File: config.mk
export PLATFORM = sky130hd
export DESIGN_NAME = uart_tx
export DESIGN_NICKNAME = d
export VERILOG_FILES = /design/src/rtl/uart_pkg.sv /design/src/rtl/uart_baud_gen.sv /design/src/rtl/uart_tx.sv
export SDC_FILE = /design/constraint.sdc
export NUM_CORES = 1
export LEC_CHECK = 0
export CAP_MARGIN = 10
export CORE_UTILIZATION = 35
export DETAILED_ROUTE_END_ITERATION = 10
export PLACE_DENSITY = 0.58
export SYNTH_ARGS = -nofsm -noshare
export SYNTH_HDL_FRONTEND = slang
export SYNTH_SLANG_ARGS = --single-unit
export TNS_END_PERCENT = 100
File: constraint.sdc
create_clock -name clk -period 2.2 [get_ports clk]
set_clock_uncertainty 0.05 [all_clocks]
set_input_delay 0.22 -clock clk [delete_from_list [all_inputs] [get_ports clk]]
set_output_delay 0.22 -clock clk [all_outputs]
set_load 0.02 [all_outputs]
File: src/rtl/uart_pkg.sv
// Shared UART definitions: FSM state encoding, parity mode constants and
// the helpers used to size and fill a frame.
package uart_pkg;

    typedef enum logic [2:0] {
        ST_IDLE   = 3'd0,
        ST_LOAD   = 3'd1,
        ST_START  = 3'd2,
        ST_DATA   = 3'd3,
        ST_PARITY = 3'd4,
        ST_STOP   = 3'd5
    } uart_state_t;

    localparam int PARITY_NONE = 0;
    localparam int PARITY_ODD  = 1;
    localparam int PARITY_EVEN = 2;

    // Integer baud divider; truncation is intentional, the caller keeps it >= 2.
    function automatic int calc_baud_div(input int clk_freq, input int baud_rate);
        return clk_freq / baud_rate;
    endfunction

    // Even parity is the plain XOR of the byte; odd parity is its inverse.
    function automatic logic calc_parity(input logic [7:0] data, input int mode);
        return (mode == PARITY_ODD) ? ~(^data) : (^data);
    endfunction

endpackage

File: src/rtl/uart_baud_gen.sv
// Bit-period counter: counts 0..BAUD_DIV-1 while enabled, held at zero by
// clear. bit_tick marks the last cycle of a bit period, bit_pre_tick the
// cycle before it (lets a caller register a pulse aligned with bit_tick).
module uart_baud_gen #(
    parameter int BAUD_DIV = 16
) (
    input  logic clk,
    input  logic rst,
    input  logic clear,
    output logic bit_tick,
    output logic bit_pre_tick
);

    localparam int CNT_W = $clog2(BAUD_DIV);
    localparam logic [CNT_W-1:0] CNT_LAST = CNT_W'(BAUD_DIV - 1);
    localparam logic [CNT_W-1:0] CNT_PRE  = CNT_W'(BAUD_DIV - 2);

    logic [CNT_W-1:0] cnt_reg;

    // Free-running period counter, wraps at the bit boundary, cleared on demand.
    always_ff @(posedge clk or posedge rst) begin
        if (rst) begin
            cnt_reg <= '0;
        end else if (clear || (cnt_reg == CNT_LAST)) begin
            cnt_reg <= '0;
        end else begin
            cnt_reg <= cnt_reg + 1'b1;
        end
    end

    assign bit_tick     = (cnt_reg == CNT_LAST);
    assign bit_pre_tick = (cnt_reg == CNT_PRE);

endmodule

File: src/rtl/uart_tx.sv
// UART transmitter: start bit, 8 data bits LSB first, optional parity and
// 1 or 2 stop bits. Takes one byte per frame from the TX buffer and pulses
// tx_done in the final cycle of the last stop bit.
module uart_tx
    import uart_pkg::*;
#(
    parameter int CLK_FREQ  = 50_000_000,
    parameter int BAUD_RATE = 115200,
    parameter int PARITY    = 0,
    parameter int STOP_BITS = 1,
    parameter int DATA_LAT  = 1
) (
    input  logic       clk,
    input  logic       rst,
    input  logic       tx_de,
    input  logic [7:0] tx_data,
    output logic       tx,
    output logic       tx_done,
    output logic       tx_busy
);

    localparam int BAUD_DIV = calc_baud_div(CLK_FREQ, BAUD_RATE);

    uart_state_t state_reg;
    logic [7:0]  shift_reg;
    logic [2:0]  bit_idx_reg;
    logic        stop_idx_reg;
    logic        parity_reg;
    logic        tx_reg;
    logic        tx_done_reg;
    logic        tx_busy_reg;

    logic        bit_tick;
    logic        bit_pre_tick;
    logic        baud_clear;
    logic        last_stop;

    // Counter only runs once the start bit is on the line, so every bit
    // period (start included) is a full BAUD_DIV cycles; state changes after
    // that always coincide with the counter wrapping to zero.
    assign baud_clear = (state_reg == ST_IDLE) || (state_reg == ST_LOAD);
    assign last_stop  = (STOP_BITS == 1) || stop_idx_reg;

    uart_baud_gen #(
        .BAUD_DIV(BAUD_DIV)
    ) u_baud_gen (
        .clk         (clk),
        .rst         (rst),
        .clear       (baud_clear),
        .bit_tick    (bit_tick),
        .bit_pre_tick(bit_pre_tick)
    );

    // Frame sequencer; all outputs are registered here so tx never glitches.
    always_ff @(posedge clk or posedge rst) begin
        if (rst) begin
            state_reg    <= ST_IDLE;
            shift_reg    <= '0;
            bit_idx_reg  <= '0;
            stop_idx_reg <= 1'b0;
            parity_reg   <= 1'b0;
            tx_reg       <= 1'b1;
            tx_done_reg  <= 1'b0;
            tx_busy_reg  <= 1'b0;
        end else begin
            tx_done_reg <= 1'b0;
            case (state_reg)
                ST_IDLE: begin
                    tx_reg <= 1'b1;
                    if (tx_de) begin
                        tx_busy_reg <= 1'b1;
                        if (DATA_LAT == 0) begin
                            shift_reg  <= tx_data;
                            parity_reg <= calc_parity(tx_data, PARITY);
                            tx_reg     <= 1'b0;
                            state_reg  <= ST_START;
                        end else begin
                            state_reg <= ST_LOAD;
                        end
                    end
                end
                ST_LOAD: begin
                    // Buffer's FIFO read data is valid in this cycle.
                    shift_reg  <= tx_data;
                    parity_reg <= calc_parity(tx_data, PARITY);
                    tx_reg     <= 1'b0;
                    state_reg  <= ST_START;
                end
                ST_START: begin
                    if (bit_tick) begin
                        tx_reg      <= shift_reg[0];
                        shift_reg   <= shift_reg >> 1;
                        bit_idx_reg <= '0;
                        state_reg   <= ST_DATA;
                    end
                end
                ST_DATA: begin
                    if (bit_tick) begin
                        if (bit_idx_reg == 3'd7) begin
                            if (PARITY != PARITY_NONE) begin
                                tx_reg    <= parity_reg;
                                state_reg <= ST_PARITY;
                            end else begin
                                tx_reg       <= 1'b1;
                                stop_idx_reg <= 1'b0;
                                state_reg    <= ST_STOP;
                            end
                        end else begin
                            tx_reg      <= shift_reg[0];
                            shift_reg   <= shift_reg >> 1;
                            bit_idx_reg <= bit_idx_reg + 3'd1;
                        end
                    end
                end
                ST_PARITY: begin
                    if (bit_tick) begin
                        tx_reg       <= 1'b1;
                        stop_idx_reg <= 1'b0;
                        state_reg    <= ST_STOP;
                    end
                end
                ST_STOP: begin
                    // Registered one cycle early so the pulse lands on the final stop cycle.
                    if (last_stop && bit_pre_tick) begin
                        tx_done_reg <= 1'b1;
                    end
                    if (bit_tick) begin
                        if (last_stop) begin
                            tx_busy_reg <= 1'b0;
                            state_reg   <= ST_IDLE;
                        end else begin
                            stop_idx_reg <= 1'b1;
                        end
                    end
                end
                default: begin
                    tx_reg      <= 1'b1;
                    tx_busy_reg <= 1'b0;
                    state_reg   <= ST_IDLE;
                end
            endcase
        end
    end

    assign tx      = tx_reg;
    assign tx_done = tx_done_reg;
    assign tx_busy = tx_busy_reg;

endmodule
==> results.ini, run 1 <==
[outcome]
status=complete, no violations

[timing]
finalSetupTns_ns=0
finalSetupViolations=0
rsz0062_at_grt=no
tightest_slew_ns=0.381
fin_crit_ns=1.79
final-max-slew-violation-count=0
fmax_ghz=0.560
hold_viol_final=0
whs_ns=0.233
relSlewSlack=0.746
fin_crit_sh=0.812

[synth]
synth_seq_area_share=0.487
yosysWarnings=0
ys_ff_latch=26
syn_inst=124
synthesis.area_um2=1340
syn_nets=140
synth_cell_types=39
postSynthAreaPerCell_um2=10.8

[placement]
place_congestion=0.778
dp_hpwl_um=1900
place_area_um2=1530
io_buffers=13

[worst_setup_path]
end_kind=flip-flop
cp.required_ns=2.37
path_class=reg -> reg
crit_arrival_ns=1.96
critPathLaunchType=flip-flop
crit_path_start=u_baud_gen.cnt_reg[1]
r2r-start=u_baud_gen.cnt_reg[1]
crit_path_max_fanout=10

[floorplanning]
io-pin-count=14
start_util=0.366
die_h_um=63.8
fp.dieW_um=63.8
rows=22
die_area_um2=4080
core_um2=3660

[layout]
area_delta_synth_final_pct=18.0
insertedDiodeCount=0
drive_above_1_share=0.121
largest_reg_flops=9
fin_util=0.432
finalInstanceArea_um2=1580
num-nets-final=158

[routing]
vias_per_cell=5.24
drtPass1Iterations=4
route.detailed.drc=0
num_vias=990
drtAntennaViolNets=0
drt_iter0_drc=87
drt-total-wl_um=2640
wire_per_inst_um=14.0

[clock_tree]
post_cts.resized_instances=0
clockBufferDepth=2
clock_latency_ns=0.27
cts-root-buf=clkbuf_8
cts_tree=done
cts-buffers-inserted=3
ctsHtreeMaxLevel=1
clk_pin_slew_ns=0.09
hold_buffers=0
cts_setup_buffers=0
clock-sinks=26

[global_route]
track_usage=0.145
grt_start_max_net_pins=27
grt_antenna_before_repair=0
grt_pass1_wl_um=4560
grt-ovfl-total=0
grt_pass1_vias=1008

[pwr]
p_int_uw=672
pwr-share-comb=0.050
p_total_uw=844
switchingPower_uw=172
pwr-share-seq=0.582
switching_share=0.204
clock_power_share=0.368
vdd_drop_max_uv=374
p_leak_uw=0.000660
p_per_area_nw_per_um2=534

[job]
max_cap_violations=0

[worst_hold_path]
hold_class=in -> async

## final cells by class
class / instances / area, um^2
timing repair buffer: 17 / 160
multi-input combinational: 87 / 627
sequential: 26 / 652
tap: 48 / 60.1
clock buffer: 4 / 55.1
inverter: 7 / 26.3
fill: 353 / 2080
## path summary, 6_finish.rpt
path / to / slack [ns] / cells after the start
worst min register to register: bit_idx_reg[1] / 0.47 / 1
min in group clk: shift_reg[7] / 0.46 / 3
worst max-delay path: bit_idx_reg[0] / 0.41 / 6
max in group asynchronous: tx / 1.57 / 3
worst min-delay path: shift_reg[1] / 0.23 / 3
worst max register to register: bit_idx_reg[0] / 0.41 / 6
## cells in the final DEF (no fill, tap or decap), types with 2 or more instances in the layout
| master | instances |
|---|---|
| nor2_1 | 14 |
| nand3_1 | 5 |
| buf_4 | 4 |
| o22ai_1 | 8 |
| a211oi_1 | 2 |
| inv_1 | 7 |
| o21ai_0 | 4 |
| nand4_1 | 2 |
| clkbuf_8 | 4 |
| clkdlybuf4s50_1 | 13 |
| nand4b_1 | 2 |
| ha_1 | 5 |
| a2bb2oi_1 | 8 |
| a21oi_1 | 2 |
| nand2_1 | 6 |
| dfrtp_1 | 25 |
| xor2_1 | 6 |
| a22o_1 | 2 |
## logic make-up after synthesis
family	synth area share
mux	0.00841
fa+ha+maj	0.0467
buf+inv	0.0449
simple gates	0.197
flops	0.487
compound gates	0.170
xor+xnor	0.0458
## layer usage
layer,share of wire,track usage,vias to the layer above
met3,0.047,0.0393,4
li1,-,-,487
met4,0.013,0.0455,0
met1,0.47,0.187,474
met2,0.47,0.234,25
met5,0,0,-
## through the flow
| stage | instances | worst slack [ns] |
|---|---|---|
| 2_1_floorplan | 124 | 0.447 |
| 3_3_place_gp | 185 | 0.474 |
| 3_5_place_dp | 185 | 0.433 |
| 4_1_cts | 189 | 0.400 |
| 5_1_grt | 189 | 0.292 |
| 6_report | 189 | 0.414 |
## synth_stat cells
cell type | instances | area (um^2)
dfrtp_1 | 25 | 626
nor2_1 | 14 | 52.6
a2bb2oi_1 | 8 | 70.1
o22ai_1 | 8 | 50.1
inv_1 | 7 | 26.3
nand2_1 | 6 | 22.5
xor2_1 | 6 | 52.6
ha_1 | 5 | 62.6
nand3_1 | 5 | 25.0
o21ai_0 | 4 | 20.0
buf_4 | 3 | 22.5
a211oi_1 | 2 | 15.0
a21oi_1 | 2 | 10.0
a22o_1 | 2 | 17.5
nand4_1 | 2 | 12.5
nand4b_1 | 2 | 17.5
a21boi_4 | 1 | 18.8
and2b_1 | 1 | 7.51
and3_1 | 1 | 6.26
and3_4 | 1 | 11.3
and4_1 | 1 | 8.76
and4b_1 | 1 | 10.0
and4bb_1 | 1 | 12.5
buf_6 | 1 | 11.3
dfstp_2 | 1 | 26.3
mux2_2 | 1 | 11.3
nand2_2 | 1 | 6.26
nand2b_1 | 1 | 6.26
nand3_2 | 1 | 10.0
nand4bb_1 | 1 | 11.3
nor2b_1 | 1 | 6.26
nor3_1 | 1 | 5.00
nor3_2 | 1 | 10.0
nor3_4 | 1 | 16.3
nor4_1 | 1 | 6.26
o21ai_2 | 1 | 8.76
o2bb2ai_1 | 1 | 8.76
o32ai_1 | 1 | 8.76
xnor2_1 | 1 | 8.76
## power groups by stage
stage / clock [uW] / sequential [uW] / combinational [uW]
final: 311 / 491 / 41.9
after global routing: 337 / 492 / 46.6
after CTS: 324 / 491 / 43.3
after detailed placement: 0 / 501 / 43.0
after global placement: 0 / 500 / 42.5
after floorplan: 0 / 500 / 16.6
## worst max-delay path, cell delays in order, from the launching register on
cell      delay (ns)
dfrtp_1         0.43
inv_1           0.10
ha_1            0.16
and4bb_1        0.31
nand3_2         0.24
nor3_2          0.25
mux2_2          0.20
Note: power is estimated with default switching activity, not from simulation.
==> run 2: changes to the inputs <==
--- a/config.mk
+++ b/config.mk
@@ -8,7 +8,7 @@
 export CAP_MARGIN = 10
 export CORE_UTILIZATION = 35
 export DETAILED_ROUTE_END_ITERATION = 10
-export PLACE_DENSITY = 0.58
+export PLACE_DENSITY = 0.6
 export SYNTH_ARGS = -nofsm -noshare
 export SYNTH_HDL_FRONTEND = slang
 export SYNTH_SLANG_ARGS = --single-unit
==> constraint.sdc (replaced) <==
create_clock -name clk -period 1.44 [get_ports clk]
set_clock_uncertainty 0.05 [all_clocks]
set_input_delay 0.144 -clock clk [delete_from_list [all_inputs] [get_ports clk]]
set_output_delay 0.144 -clock clk [all_outputs]
set_load 0.02 [all_outputs]
==> run 2 against run 1 <==
Effect of this change:
- the run now ends with negative setup slack left
- via count up 15%
- worst hold slack worse by 0.066 ns
- core utilization grew 10 points
- first-iteration DRC count fell by 18%
- critical path depth is 1 higher
- critical endpoint is now shift_reg[3]
- fmax is 9.0% higher
==> results.ini, run 2 (synthesized netlist as in run 1, its figures left out) <==
[outcome]
status=finished, violations left
violations=negative setup slack

[worst_setup_path]
path_class=reg -> reg
cpLargestDelayFamily=flip-flops
crit_arrival_ns=1.79
max_stage_delay_ns=0.39
critPathLaunchType=flip-flop
crit_chain=ha_2 > ha_4 > and3_4 > nor3_4 > a21boi_4 > buf_12 > a2bb2oi_1
end_kind=flip-flop
cp_slowest_cell=dfrtp_1
critPathBufInv=1
cp.required_ns=1.59
crit_path_max_fanout=8

[global_route]
grt_pass1_wl_um=5730
grt_antenna_before_repair=0
grt_start_max_net_pins=27
grt_pass1_vias=1276
grt-ovfl-total=0
track_usage=0.180

[placement]
pre_cts_slack_ns=-0.295
dp_hpwl_um=2230
place_congestion=0.860
io_buffers=13
dp_cells=207

[floorplanning]
core_um2=3660
die_h_um=63.8
rows=22
io-pin-count=14
fp.dieW_um=63.8
start_util=0.366
die_area_um2=4080

[layout]
layout_commonest_cell=buf_4
fill_cells=299
num-nets-final=186
fin_cells=217
drive_above_1_share=0.385
layout_common_cells=buf_4, dfrtp_1, nor2_1, clkdlybuf4s50_1
largest_reg_flops=9
fin_util=0.535
insertedDiodeCount=0
area_delta_synth_final_pct=46.3

[job]
max_cap_violations=0

[clock_tree]
clock-sinks=26
hold_buffers=0
clock_latency_ns=0.27
cts-root-buf=clkbuf_8
clk_pin_slew_ns=0.10
clockBufferDepth=2
cts-buffers-inserted=3
cts_tree=done
ctsHtreeMaxLevel=1

[timing]
final-max-slew-violation-count=0
tightest_slew_ns=0.338
whs_ns=0.167
relSlewSlack=0.775
fin_crit_ns=1.64
worst_slack_ns=-0.198
rsz0062_at_grt=yes
fmax_ghz=0.610
fin_crit_sh=1.14
hold_viol_final=0
finalSetupViolations=12

[routing]
drt_iter0_drc=71
wire_per_inst_um=15.4
drtAntennaViolNets=0
num_vias=1141
drtPass1Iterations=4
wl_met3_um=81
route.detailed.drc=0
drt-total-wl_um=3330
drt-met1-wl_um=1460
routed-wl-met2_um=1710
routed.top_layer=met4
vias_per_cell=5.26

[pwr]
p_leak_uw=0.000847
p_per_area_nw_per_um2=660
p_total_uw=1290
vdd_drop_max_uv=559

[worst_hold_path]
hold_class=in -> async

-- run 2: layer usage --
| metal | vias to the layer above | global-route usage |
|---|---|---|
| met5 | - | 0 |
| met4 | 0 | 0.0682 |
| met3 | 6 | 0.0411 |
| met2 | 20 | 0.324 |
| met1 | 567 | 0.206 |
| li1 | 548 | - |
-- run 2: metrics by stage --
| stage | TNS, ns | area [um^2] |
|---|---|---|
| 6_report | -1.87 | 1960 |
| 2_1_floorplan | -2.28 | 1360 |
| 3_3_place_gp | -2.42 | 1710 |
| 4_1_cts | -2.28 | 1880 |
| 5_1_grt | -2.89 | 1960 |
| 3_5_place_dp | -3.38 | 1710 |
-- run 2: path summary, 6_finish.rpt --
| check | startpoint | slack (ns) | endpoint | cells past startpoint |
|---|---|---|---|---|
| hold reg to reg | bit_idx_reg[1] | 0.49 | bit_idx_reg[1] | 1 |
| min in group clk | tx_data[7] | 0.45 | shift_reg[7] | 3 |
| setup / recovery | bit_idx_reg[0] | -0.20 | shift_reg[3] | 7 |
| max in group asynchronous | rst | 0.88 | tx | 3 |
| setup reg to reg | bit_idx_reg[0] | -0.20 | shift_reg[3] | 7 |
| hold / removal | rst | 0.17 | shift_reg[1] | 3 |
-- run 2: area by class of cell --
cell class              count  area [um^2]  share of cell area
multi-input cells          88          769               0.393
clock buffers               4         55.1              0.0281
well taps                  48         60.1              0.0307
flip-flops and latches     26          652               0.333
repair buffers             44          395               0.202
inverters                   7         26.3              0.0134
-- run 2: worst register-to-register path, delay by kind of cell, from the launching register on --
family / cells / cell delay (ns)
adders and majority gates: 2 / 0.37
buffers and inverters: 1 / 0.14
AOI/OAI and AO/OA: 2 / 0.37
DFF: 1 / 0.39
and+or+nand+nor: 2 / 0.27
-- run 2: timing repair --
| item | CTS | global route |
|---|---|---|
| endpoints found under the setup margin | 26 | 26 |
| gates resized for setup | 19 | 9 |
| pin swaps | 12 | 2 |
| cloned | 1 | 0 |
| setup buffers | 3 | 2 |
-- run 2: power breakdown --
part | switching (uW) | internal, uW | total, uW
logic | 25.6 | 43.2 | 68.8
clock network | 225 | 244 | 470
registers | 10.6 | 742 | 753
total | 262 | 1030 | 1290
